## src/rtl/hulohot_alu_pkg.sv

```systemverilog
`default_nettype none
// ----------------------------------------------------------------------------
// hulohot_alu_pkg : shared widths, opcodes, FSM states and response entry type
// Rev 1.0
// ----------------------------------------------------------------------------
package hulohot_alu_pkg;

  localparam int unsigned OPND_W = 3;
  localparam int unsigned RES_W  = 4;
  localparam int unsigned OP_W   = 2;
  localparam int unsigned RSP_W  = OP_W + RES_W;

  localparam logic [OP_W-1:0] OP_ADD = 2'b00;
  localparam logic [OP_W-1:0] OP_SUB = 2'b01;
  localparam logic [OP_W-1:0] OP_AND = 2'b10;
  localparam logic [OP_W-1:0] OP_OR  = 2'b11;

  typedef enum logic [0:0] {
    ST_IDLE = 1'b0,
    ST_EXEC = 1'b1
  } state_t;

  typedef struct packed {
    logic [OP_W-1:0]  op;
    logic [RES_W-1:0] z;
  } rsp_t;

endpackage
`default_nettype wire

```

## src/rtl/hulohot_alu_issuer_if.sv

```systemverilog
`default_nettype none
// ----------------------------------------------------------------------------
// hulohot_alu_issuer_if : command and response valid/ready channels
// Rev 1.0
// ----------------------------------------------------------------------------
interface hulohot_alu_issuer_if;
  import hulohot_alu_pkg::*;

  logic              cmd_valid;
  logic              cmd_ready;
  logic [OPND_W-1:0] cmd_a;
  logic [OPND_W-1:0] cmd_b;
  logic [OP_W-1:0]   cmd_op;

  logic              rsp_valid;
  logic              rsp_ready;
  logic [RES_W-1:0]  rsp_z;
  logic [OP_W-1:0]   rsp_op;

  modport master (
    output cmd_valid, cmd_a, cmd_b, cmd_op, rsp_ready,
    input  cmd_ready, rsp_valid, rsp_z, rsp_op
  );

  modport slave (
    input  cmd_valid, cmd_a, cmd_b, cmd_op, rsp_ready,
    output cmd_ready, rsp_valid, rsp_z, rsp_op
  );

endinterface
`default_nettype wire

```

## src/rtl/hulohot_alu_rsp_fifo.sv

```systemverilog
`default_nettype none
// ----------------------------------------------------------------------------
// hulohot_alu_rsp_fifo : synchronous response FIFO, power-of-two DEPTH
// Rev 1.0
// ----------------------------------------------------------------------------
module hulohot_alu_rsp_fifo #(
  parameter int DEPTH = 4,
  parameter int WIDTH = 6
) (
  input  wire logic                     clk,
  input  wire logic                     rst_n,
  input  wire logic                     push,
  input  wire logic [WIDTH-1:0]         din,
  input  wire logic                     pop,
  output logic      [WIDTH-1:0]         dout,
  output logic                          full,
  output logic                          empty,
  output logic      [$clog2(DEPTH):0]   count
);

  localparam int c_aw = $clog2(DEPTH);
  localparam int c_cw = c_aw + 1;
  localparam logic [c_cw-1:0] c_depth = c_cw'(DEPTH);

  logic [WIDTH-1:0] mem_q [DEPTH];
  logic [WIDTH-1:0] mem_d [DEPTH];
  logic [c_aw-1:0]  wr_ptr_q, wr_ptr_d;
  logic [c_aw-1:0]  rd_ptr_q, rd_ptr_d;
  logic [c_cw-1:0]  count_q, count_d;
  logic             w_do_push;
  logic             w_do_pop;

  assign full  = (count_q == c_depth);
  assign empty = (count_q == '0);
  assign dout  = mem_q[rd_ptr_q];
  assign count = count_q;

  // A pop in the same cycle frees the slot, so a push at full is still taken.
  assign w_do_pop  = pop && !empty;
  assign w_do_push = push && (!full || w_do_pop);

  always_comb begin
    mem_d    = mem_q;
    wr_ptr_d = wr_ptr_q;
    rd_ptr_d = rd_ptr_q;
    count_d  = count_q;
    if (w_do_push) begin
      mem_d[wr_ptr_q] = din;
      wr_ptr_d        = wr_ptr_q + 1'b1;
    end
    if (w_do_pop) begin
      rd_ptr_d = rd_ptr_q + 1'b1;
    end
    case ({w_do_push, w_do_pop})
      2'b10:   count_d = count_q + 1'b1;
      2'b01:   count_d = count_q - 1'b1;
      default: count_d = count_q;
    endcase
  end

  always_ff @(posedge clk or negedge rst_n) begin
    if (!rst_n) begin
      for (int i = 0; i < DEPTH; i++) begin
        mem_q[i] <= '0;
      end
      wr_ptr_q <= '0;
      rd_ptr_q <= '0;
      count_q  <= '0;
    end else begin
      mem_q    <= mem_d;
      wr_ptr_q <= wr_ptr_d;
      rd_ptr_q <= rd_ptr_d;
      count_q  <= count_d;
    end
  end

endmodule
`default_nettype wire

```

## src/rtl/hulohot_alu_issuer.sv

```systemverilog
`default_nettype none
// ----------------------------------------------------------------------------
// hulohot_alu_issuer : registers commands onto the ALU, queues tagged results
// Rev 1.0
// ----------------------------------------------------------------------------
module hulohot_alu_issuer
  import hulohot_alu_pkg::*;
#(
  parameter int DEPTH = 4
) (
  input  wire logic                   clk,
  input  wire logic                   rst_n,
  hulohot_alu_issuer_if.slave         bus,
  output logic      [OPND_W-1:0]      alu_a,
  output logic      [OPND_W-1:0]      alu_b,
  output logic      [OP_W-1:0]        alu_opcode,
  input  wire logic [RES_W-1:0]       alu_z,
  output logic                        busy,
  output logic      [$clog2(DEPTH):0] rsp_count
);

  state_t            state_q, state_d;
  logic [OPND_W-1:0] alu_a_q, alu_a_d;
  logic [OPND_W-1:0] alu_b_q, alu_b_d;
  logic [OP_W-1:0]   alu_op_q, alu_op_d;
  logic              busy_q, busy_d;

  logic              w_cmd_ready;
  logic              w_push;
  logic              w_fifo_full;
  logic              w_fifo_empty;
  rsp_t              w_push_ent;
  rsp_t              w_head;

  // Ready depends only on registered state, never on cmd_valid or rsp_ready.
  assign w_cmd_ready = (state_q == ST_IDLE) && !w_fifo_full;
  assign w_push      = (state_q == ST_EXEC);

  assign w_push_ent.op = alu_op_q;
  assign w_push_ent.z  = alu_z;

  always_comb begin
    state_d  = state_q;
    alu_a_d  = alu_a_q;
    alu_b_d  = alu_b_q;
    alu_op_d = alu_op_q;
    case (state_q)
      ST_IDLE: begin
        if (bus.cmd_valid && w_cmd_ready) begin
          alu_a_d  = bus.cmd_a;
          alu_b_d  = bus.cmd_b;
          alu_op_d = bus.cmd_op;
          state_d  = ST_EXEC;
        end
      end
      ST_EXEC: state_d = ST_IDLE;
      default: state_d = ST_IDLE;
    endcase
    busy_d = (state_d == ST_EXEC);
  end

  always_ff @(posedge clk or negedge rst_n) begin
    if (!rst_n) begin
      state_q  <= ST_IDLE;
      alu_a_q  <= '0;
      alu_b_q  <= '0;
      alu_op_q <= OP_ADD;
      busy_q   <= 1'b0;
    end else begin
      state_q  <= state_d;
      alu_a_q  <= alu_a_d;
      alu_b_q  <= alu_b_d;
      alu_op_q <= alu_op_d;
      busy_q   <= busy_d;
    end
  end

  hulohot_alu_rsp_fifo #(
    .DEPTH (DEPTH),
    .WIDTH (RSP_W)
  ) u_rsp_fifo (
    .clk   (clk),
    .rst_n (rst_n),
    .push  (w_push),
    .din   (w_push_ent),
    .pop   (bus.rsp_ready),
    .dout  (w_head),
    .full  (w_fifo_full),
    .empty (w_fifo_empty),
    .count (rsp_count)
  );

  assign bus.cmd_ready = w_cmd_ready;
  assign bus.rsp_valid = !w_fifo_empty;
  assign bus.rsp_z     = w_head.z;
  assign bus.rsp_op    = w_head.op;

  assign alu_a      = alu_a_q;
  assign alu_b      = alu_b_q;
  assign alu_opcode = alu_op_q;
  assign busy       = busy_q;

endmodule
`default_nettype wire

```

## src/flat_wrapper.sv

```systemverilog
// flat-port wrapper written by rule: the top's interface ports become plain ports
module hulohot_alu_issuer_flat import hulohot_alu_pkg::*;
#(
  parameter int DEPTH = 4
)
  (clk, rst_n, alu_a, alu_b, alu_opcode, alu_z, busy, rsp_count, bus_cmd_valid, bus_cmd_a, bus_cmd_b, bus_cmd_op, bus_rsp_ready, bus_cmd_ready, bus_rsp_valid, bus_rsp_z, bus_rsp_op);
  hulohot_alu_issuer_if bus_i ();
  input  wire logic clk;
  input  wire logic rst_n;
  output logic      [OPND_W-1:0] alu_a;
  output logic      [OPND_W-1:0] alu_b;
  output logic      [OP_W-1:0] alu_opcode;
  input  wire logic [RES_W-1:0] alu_z;
  output logic busy;
  output logic      [$clog2(DEPTH):0] rsp_count;
  input wire logic [$bits(bus_i.cmd_valid)-1:0] bus_cmd_valid;
  input wire logic [$bits(bus_i.cmd_a)-1:0] bus_cmd_a;
  input wire logic [$bits(bus_i.cmd_b)-1:0] bus_cmd_b;
  input wire logic [$bits(bus_i.cmd_op)-1:0] bus_cmd_op;
  input wire logic [$bits(bus_i.rsp_ready)-1:0] bus_rsp_ready;
  output wire logic [$bits(bus_i.cmd_ready)-1:0] bus_cmd_ready;
  output wire logic [$bits(bus_i.rsp_valid)-1:0] bus_rsp_valid;
  output wire logic [$bits(bus_i.rsp_z)-1:0] bus_rsp_z;
  output wire logic [$bits(bus_i.rsp_op)-1:0] bus_rsp_op;
  assign bus_i.cmd_valid = bus_cmd_valid;
  assign bus_i.cmd_a = bus_cmd_a;
  assign bus_i.cmd_b = bus_cmd_b;
  assign bus_i.cmd_op = bus_cmd_op;
  assign bus_i.rsp_ready = bus_rsp_ready;
  assign bus_cmd_ready = bus_i.cmd_ready;
  assign bus_rsp_valid = bus_i.rsp_valid;
  assign bus_rsp_z = bus_i.rsp_z;
  assign bus_rsp_op = bus_i.rsp_op;
  hulohot_alu_issuer #(.DEPTH(DEPTH)) u_core (.clk(clk), .rst_n(rst_n), .bus(bus_i), .alu_a(alu_a), .alu_b(alu_b), .alu_opcode(alu_opcode), .alu_z(alu_z), .busy(busy), .rsp_count(rsp_count));
endmodule
```

## config.mk

```make
export PLATFORM = sky130hd
export DESIGN_NAME = hulohot_alu_issuer_flat
export DESIGN_NICKNAME = d
export VERILOG_FILES = /design/src/rtl/hulohot_alu_pkg.sv /design/src/rtl/hulohot_alu_issuer_if.sv /design/src/rtl/hulohot_alu_rsp_fifo.sv /design/src/rtl/hulohot_alu_issuer.sv /design/src/flat_wrapper.sv
export SDC_FILE = /design/constraint.sdc
export NUM_CORES = 1
export LEC_CHECK = 0
export CAP_MARGIN = 15
export CORE_MARGIN = 1.5
export CORE_UTILIZATION = 25
export CTS_CLUSTER_DIAMETER = 120
export DETAILED_ROUTE_END_ITERATION = 8
export HOLD_SLACK_MARGIN = 0.06
export PLACE_DENSITY_LB_ADDON = 0.25
export SYNTH_ARGS = -nofsm -noshare
export SYNTH_HDL_FRONTEND = slang
export SYNTH_SLANG_ARGS = --single-unit
export TNS_END_PERCENT = 100
```

## constraint.sdc

```tcl
create_clock -name clk -period 2.1 [get_ports clk]
set_clock_uncertainty 0.15 [all_clocks]
set_input_delay 0.42 -clock clk [delete_from_list [all_inputs] [get_ports clk]]
set_output_delay 0.42 -clock clk [all_outputs]
set_load 0.03 [all_outputs]
```

==> metrics.cfg, run 1 <==
[detailed_routing]
drtPass1Iterations = 2
drtIter0Drc = 28
vias_per_cell = 4.15
vias = 1133
drc_errors = 0
wl_um = 3810
topRoutingLayerUsed = met4
dr_wl_met2_um = 1870
antenna_left = 0
wl_per_cell_um = 13.9
met3_length_um = 212
met1_length_um = 1700

[critical_path]
path_max_fanout = 4
crit_arrival_ns = 2.17
crit_path_max_incr_delay_ns = 0.44
crit_family = simple AND/OR/NAND/NOR gates
crit_required_ns = 2.15
critPathCaptureType = register
crit_chain = buf_6 -> nor4b_4 -> or2b_4 -> ha_4 -> inv_2 -> fa_2 -> xor2_1 -> nor2_1 -> xor2_1
crit_path_top_delay_cell = dfrtp_2
cp-start-kind = register
cp_common_cell = xor2_1
critPathKind = reg -> reg
crit_buf_inv = 2

[floorplanning]
floorplan.die_area_mm2 = 0.00771
initial_core_util_pct = 26.2
die_h_um = 87.8
die_w_um = 87.8
row_count = 30
ios = 36
core_area_mm2 = 0.00687

[finish]
area_growth_pct = 40.7
final_cell_mix = 37 x dfrtp_1, 33 x mux2_2, 22 x clkdlybuf4s50_1, 15 x buf_4, 8 x buf_6
final_common_cell = dfrtp_1
drive_gt1_share_pct = 48.0
postLayoutCellArea_mm2 = 0.00253
n_antenna_cell = 0
fin_nets = 198
utilization_pct = 36.8
fill_cells = 665

[cts]
clk_pin_slew_worst_paths_ns = 0.08
cts_tree = built
clk_path_buf_depth = 2
root_buffer = clkbuf_8
cts_buffers = 5
cts_sinks = 40
h-tree-depth = 2
worst_skew_pair.late_latency_ns = 0.28

[timing]
rsz0062_at_grt = true
fin_crit_ns = 2.11
layout_setup_ws_ns = -0.0135
maxSlewHeadroom_pct = 65.8
worst_pin_slew_ns = 0.513
maxSlewViolCount = 0
timing.fmax_mhz = 473
hold_viol = 0
finalCritPeriodShare_pct = 101
setup_viol = 1

[place]
hpwl_um = 2760
post_dp_cell_area_mm2 = 0.00239
port_buffers = 35
gp_congestion = 0.682
dp_slack_ns = -0.465

[grt]
grt_pass1_wl_um = 6490
grt_usage_pct = 11.2
grt_max_degree = 41
grt_pass1_vias = 1281
overflow = 0
antenna_found_initial = 0

[yosys]
ys_seq_elements = 40
syn_nets = 139
synth-edff-count = 0
synth_cells = 117
syn_area_per_cell_um2 = 15.4
synthesis.area_mm2 = 0.00180
async_flop_share_pct = 100
synthFlopType = dfrtp_1
ys_types = 20
seq_area_frac_synth_pct = 55.6
yosys_warnings = 0

[pwr]
ir_worst_vdd_v = 0.000896
leakage_nw = 1.10
power_density_mw_per_mm2 = 1710

[worst_hold_path]
min_path_type = reg -> reg

[run]
max-cap-violations = 0

[status]
violations = negative setup slack
status = finished with violations

## what timing repair did
item / 4_1_cts / 5_1_grt
buffers inserted: 2 / 1
gates resized for setup: 33 / 29
hold buffers: 1 / 0
pin swaps: 3 / 3
setup endpoints to repair: 10 / 12
hold endpoints to repair: 33 / 0
## worst register-to-register path: stages (launching register included)
cell     delay [ns]
dfrtp_2        0.44
buf_6          0.13
nor4b_4        0.22
or2b_4         0.18
ha_4           0.13
inv_2          0.03
fa_2           0.33
xor2_1         0.15
nor2_1         0.13
xor2_1         0.15
## through the flow
stage                     hold slack (ns)  setup TNS [ns]  cells  total power, mW
after global placement              0.333          -0.915    261             3.71
after global routing                0.379          -0.243    273             4.64
after floorplan                   -0.0256         -0.0546    117             2.89
after CTS                           0.359          -0.298    272             4.30
final                               0.356         -0.0135    273             4.34
after detailed placement            0.340           -2.17    261             3.83
## cell families after synthesis
kind of cell             after synthesis  synth area share, %
buffers and inverters                  7                 1.53
AO/OA/AOI/OAI                          3                 1.74
AND/OR/NAND/NOR                       15                 4.87
flip-flops                            40                 55.6
adder cells (fa/ha/maj)                6                 4.59
XOR/XNOR                               6                 2.92
multiplexers                          40                 28.7
## cell usage after synthesis, types with 3 or more instances
cell type | count | share of area, %
xor2_1 | 3 | 1.5
xnor2_1 | 3 | 1.5
nor2_1 | 6 | 1.3
ha_1 | 5 | 3.5
mux2_2 | 33 | 21
nand2_1 | 5 | 1.0
mux4_2 | 6 | 7.5
dfrtp_1 | 40 | 56
inv_1 | 5 | 1.0
## layer usage
| layer | vias to the layer above | track usage [%] |
|---|---|---|
| li1 | 531 | - |
| met1 | 563 | 13.7 |
| met2 | 34 | 18.9 |
| met3 | 5 | 3.39 |
| met4 | 0 | 3.46 |
| met5 | - | 0 |
## layout make-up
type / count / area [um2] / area share [%]
flip-flops and latches: 40 / 1000 / 39.7
multi-input cells: 70 / 791 / 31.2
repair buffers: 54 / 503 / 19.9
well taps: 96 / 120 / 4.75
clock buffers: 7 / 86.3 / 3.41
inverters: 5 / 18.8 / 0.741
clock inverters: 1 / 7.51 / 0.297
## state kept, by name (all words and copies together), names as in the netlist
signal                      count
u_core.u_rsp_fifo.mem_q        24
u_core.alu_opcode               2
u_core.state_q                  1
u_core.alu_b                    3
u_core.u_rsp_fifo.wr_ptr_q      2
u_core.u_rsp_fifo.rd_ptr_q      2
u_core.alu_a                    3
u_core.u_rsp_fifo.count         3
## report_power, final
group          internal (mW)  switching, mW  total [mW]
combinational           1.24           1.11        2.35
sequential              1.17          0.294        1.47
clock                  0.267          0.258       0.525
## path summary, 6_finish.rpt
check / startpoint / to / slack (ns) / cells after the start
worst min register to register: u_core.u_rsp_fifo.mem_q[7] / u_core.u_rsp_fifo.mem_q[7] / 0.36 / 1
min in group asynchronous: rst_n / u_core.u_rsp_fifo.mem_q[0] / 0.58 / 3
worst min-delay path: u_core.u_rsp_fifo.mem_q[7] / u_core.u_rsp_fifo.mem_q[7] / 0.36 / 1
max in group asynchronous: rst_n / u_core.u_rsp_fifo.count[0] / 0.84 / 3
worst max register to register: u_core.u_rsp_fifo.count[1] / u_core.u_rsp_fifo.count[2] / -0.01 / 9
worst max-delay path: u_core.u_rsp_fifo.count[1] / u_core.u_rsp_fifo.count[2] / -0.01 / 9
No activity file was read; power rests on OpenSTA's default activity.
==> run 2: changes to the inputs <==
--- a/config.mk
+++ b/config.mk
@@ -5,11 +5,12 @@
 export SDC_FILE = /design/constraint.sdc
 export NUM_CORES = 1
 export LEC_CHECK = 0
-export CAP_MARGIN = 15
+export CAP_MARGIN = 10
 export CORE_MARGIN = 1.5
 export CORE_UTILIZATION = 25
 export CTS_CLUSTER_DIAMETER = 120
 export DETAILED_ROUTE_END_ITERATION = 8
+export GPL_ROUTABILITY_DRIVEN = 0
 export HOLD_SLACK_MARGIN = 0.06
 export PLACE_DENSITY_LB_ADDON = 0.25
 export SYNTH_ARGS = -nofsm -noshare
==> results of run 2 <==
No change in the layout: final DEF, timing and power equal those of run 1.
==> run 3: changes to the inputs <==
--- a/config.mk
+++ b/config.mk
@@ -8,11 +8,14 @@
 export CAP_MARGIN = 10
 export CORE_MARGIN = 1.5
 export CORE_UTILIZATION = 25
+export CTS_BUF_LIST = sky130_fd_sc_hd__clkbuf_8
 export CTS_CLUSTER_DIAMETER = 120
 export DETAILED_ROUTE_END_ITERATION = 8
 export GPL_ROUTABILITY_DRIVEN = 0
 export HOLD_SLACK_MARGIN = 0.06
+export MAX_ROUTING_LAYER = met4
 export PLACE_DENSITY_LB_ADDON = 0.25
+export SETUP_SLACK_MARGIN = 0.05
 export SYNTH_ARGS = -nofsm -noshare
 export SYNTH_HDL_FRONTEND = slang
 export SYNTH_SLANG_ARGS = --single-unit
==> metrics.cfg, run 3 (synthesized netlist as in run 1, its figures left out) <==
[status]
status = complete, no violations  ; was finished with violations

[timing]
whs_ns = 0.356  ; about the same
timing.fmax_mhz = 478  ; was 473 MHz
finalCritPeriodShare_pct = 99.7  ; was 101%
worst_pin_slew_ns = 0.506  ; was 0.513 ns
fin_crit_ns = 2.09  ; was 2.11 ns
rsz0062_at_grt = true  ; unchanged
maxSlewHeadroom_pct = 66.3  ; was 65.8%
hold_viol = 0  ; unchanged
final.setup.tns_ns = 0  ; was -0.0135 ns
maxSlewViolCount = 0  ; unchanged
setup_viol = 0  ; was 1

[worst_hold_path]
hold_start = u_core.u_rsp_fifo.mem_q[7]  ; unchanged
min_path_type = reg -> reg  ; unchanged
holdPathEnd = u_core.u_rsp_fifo.mem_q[7]  ; unchanged
min_path_cells = 1  ; unchanged

[cts]
cts_buffers = 5  ; unchanged
clk_path_buf_depth = 2  ; unchanged
root_buffer = clkbuf_8  ; unchanged
h-tree-depth = 2  ; unchanged
cts_tree = built  ; unchanged
worst_skew_pair.late_latency_ns = 0.28  ; about the same
clk_pin_slew_worst_paths_ns = 0.08  ; about the same
cts_sinks = 40  ; unchanged

[grt]
grt_pass1_vias = 1293  ; was 1,281
grt_pass1_wl_um = 6460  ; was 6490 um
overflow = 0  ; unchanged
grt_max_degree = 41  ; unchanged
grt_usage_pct = 11.6  ; was 11.2%
antenna_found_initial = 0  ; unchanged

[pwr]
leakage_nw = 1.11  ; was 1.10 nW
p_clk_share_pct = 11.9  ; was 12.1%
comb_power_share_pct = 54.8  ; was 54.1%
power_density_mw_per_mm2 = 1720  ; was 1710 mW/mm2
p_sw_share_pct = 38.2  ; was 38.3%
ir_worst_vdd_v = 0.000864  ; was 0.000896 V
power_switching_mw = 1.68  ; was 1.66 mW
pwr-share-seq_pct = 33.4  ; was 33.8%
p_int_mw = 2.72  ; was 2.68 mW

[critical_path]
path_max_fanout = 2  ; was 4
crit_required_ns = 2.15  ; about the same
reg2reg_from = u_core.u_rsp_fifo.count[1]  ; unchanged
r2r_cells = 9  ; unchanged
worstReg2RegEnd = u_core.u_rsp_fifo.count[2]  ; unchanged
critPathKind = reg -> reg  ; unchanged
crit_arrival_ns = 2.15  ; was 2.17 ns
cp-start-kind = register  ; unchanged
critPathCaptureType = register  ; unchanged
r2r_setup_slack_ns = 0.007  ; was -0.01 ns

[detailed_routing]
drtIter0Drc = 23  ; was 28
antenna_left = 0  ; unchanged
drtPass1Iterations = 3  ; was 2
vias_per_cell = 4.18  ; was 4.15
wl_per_cell_um = 13.9  ; about the same
wl_um = 3800  ; was 3810 um
vias = 1140  ; was 1,133
drc_errors = 0  ; unchanged

[place]
port_buffers = 35  ; unchanged
hpwl_um = 2760  ; unchanged

[floorplanning]
floorplan.die_area_mm2 = 0.00771  ; unchanged
initial_core_util_pct = 26.2  ; unchanged
die_w_um = 87.8  ; unchanged
die_h_um = 87.8  ; unchanged
ios = 36  ; unchanged
row_count = 30  ; unchanged
core_area_mm2 = 0.00687  ; unchanged

[finish]
fill_cells = 666  ; was 665
ff_latch_area_mm2 = 0.00100  ; unchanged
largest_register_ff_count = 24  ; unchanged
multiInputGateArea_um2 = 796  ; was 791 um2
n_antenna_cell = 0  ; unchanged
final_common_cell = dfrtp_1  ; unchanged
fin_nets = 198  ; unchanged
drive_gt1_share_pct = 48.0  ; unchanged
area_growth_pct = 41.8  ; was 40.7%
final_cell_mix = 37 x dfrtp_1, 33 x mux2_2, 19 x clkdlybuf4s50_1, 15 x buf_4, 10 x buf_6  ; was 37 x dfrtp_1, 33 x mux2_2, 22 x clkdlybuf4s50_1, 15 x buf_4, 8 x buf_6
top_register = u_core.u_rsp_fifo.mem_q  ; unchanged

[run]
max-cap-violations = 0  ; unchanged

[run 3: cell types whose count changed in the layout (fill, tap and decap cells not counted), sizes merged]
cell	change
clkdlybuf4s15	+1
dlygate4sd2	+3
inv	+1
clkdlybuf4s50	-3
clkbuf	-2
[run 3: timing repair]
action                                  4_1_cts  5_1_grt
hold endpoints to repair                     33        0
pin swaps                                     3        3
resized for setup                            56       10
hold buffers                                  1        0
buffers inserted                              2        1
endpoints found under the setup margin       12       14
[run 3: per-stage QoR]
step	total power, mW	util, %	cells	setup WS (ns)	instance area, um2
after floorplan	2.89	-	117	-0.0546	1820
after detailed placement	3.83	34.8	261	-0.465	2390
after global placement	3.71	34.8	261	-0.355	2390
after CTS	4.46	36.8	272	-0.106	2530
after global routing	4.70	37.1	273	-0.121	2550
final	4.40	37.1	273	0.00675	2550
[run 3: worst max path at each step]
stage	slack [ns]	endpoint	start	cells past startpoint
final	0.007	u_core.u_rsp_fifo.count[2]	u_core.u_rsp_fifo.count[1]	9
after CTS	-0.11	bus_rsp_z[1]	u_core.u_rsp_fifo.rd_ptr_q[0]	3
after detailed placement	-0.47	u_core.u_rsp_fifo.count[2]	bus_rsp_ready	9
after global routing	-0.12	u_core.u_rsp_fifo.count[2]	u_core.u_rsp_fifo.count[1]	9
after floorplan	-0.05	u_core.u_rsp_fifo.count[2]	u_core.u_rsp_fifo.count[0]	8
after global placement	-0.35	u_core.u_rsp_fifo.count[2]	bus_rsp_ready	9
[run 3: power groups by stage]
stage	Sequential, mW	Clock [mW]	Combinational, mW
after global routing	1.53	0.588	2.58
after detailed placement	1.49	0	2.34
after floorplan	1.62	0	1.27
final	1.47	0.521	2.41
after global placement	1.45	0	2.26
after CTS	1.48	0.552	2.43
[run 3: critical path, cell delays in order (launching register included)]
cell and delay, ns:
dfrtp_2 0.42, buf_6 0.12, nor4b_4 0.22, or2b_4 0.18, ha_4 0.12, inv_2 0.03
fa_2 0.33, xor2_1 0.15, nor2_1 0.13, xor2_1 0.15
[run 3: final cells by class]
cell class                 instances  share of cell area [%]
clock inverter                     2                   0.441
inverter                           5                   0.736
clock buffer                       6                    3.24
sequential                        40                    39.4
tap                               96                    4.71
timing repair buffer              54                    20.3
multi-input combinational         70                    31.2
[run 3: layer usage]
layer,wire length (um),GRT usage [%]
met1,1680,13.8
met2,1900,19.2
met3,199,3.11
met4,25,3.46
met5,0,-
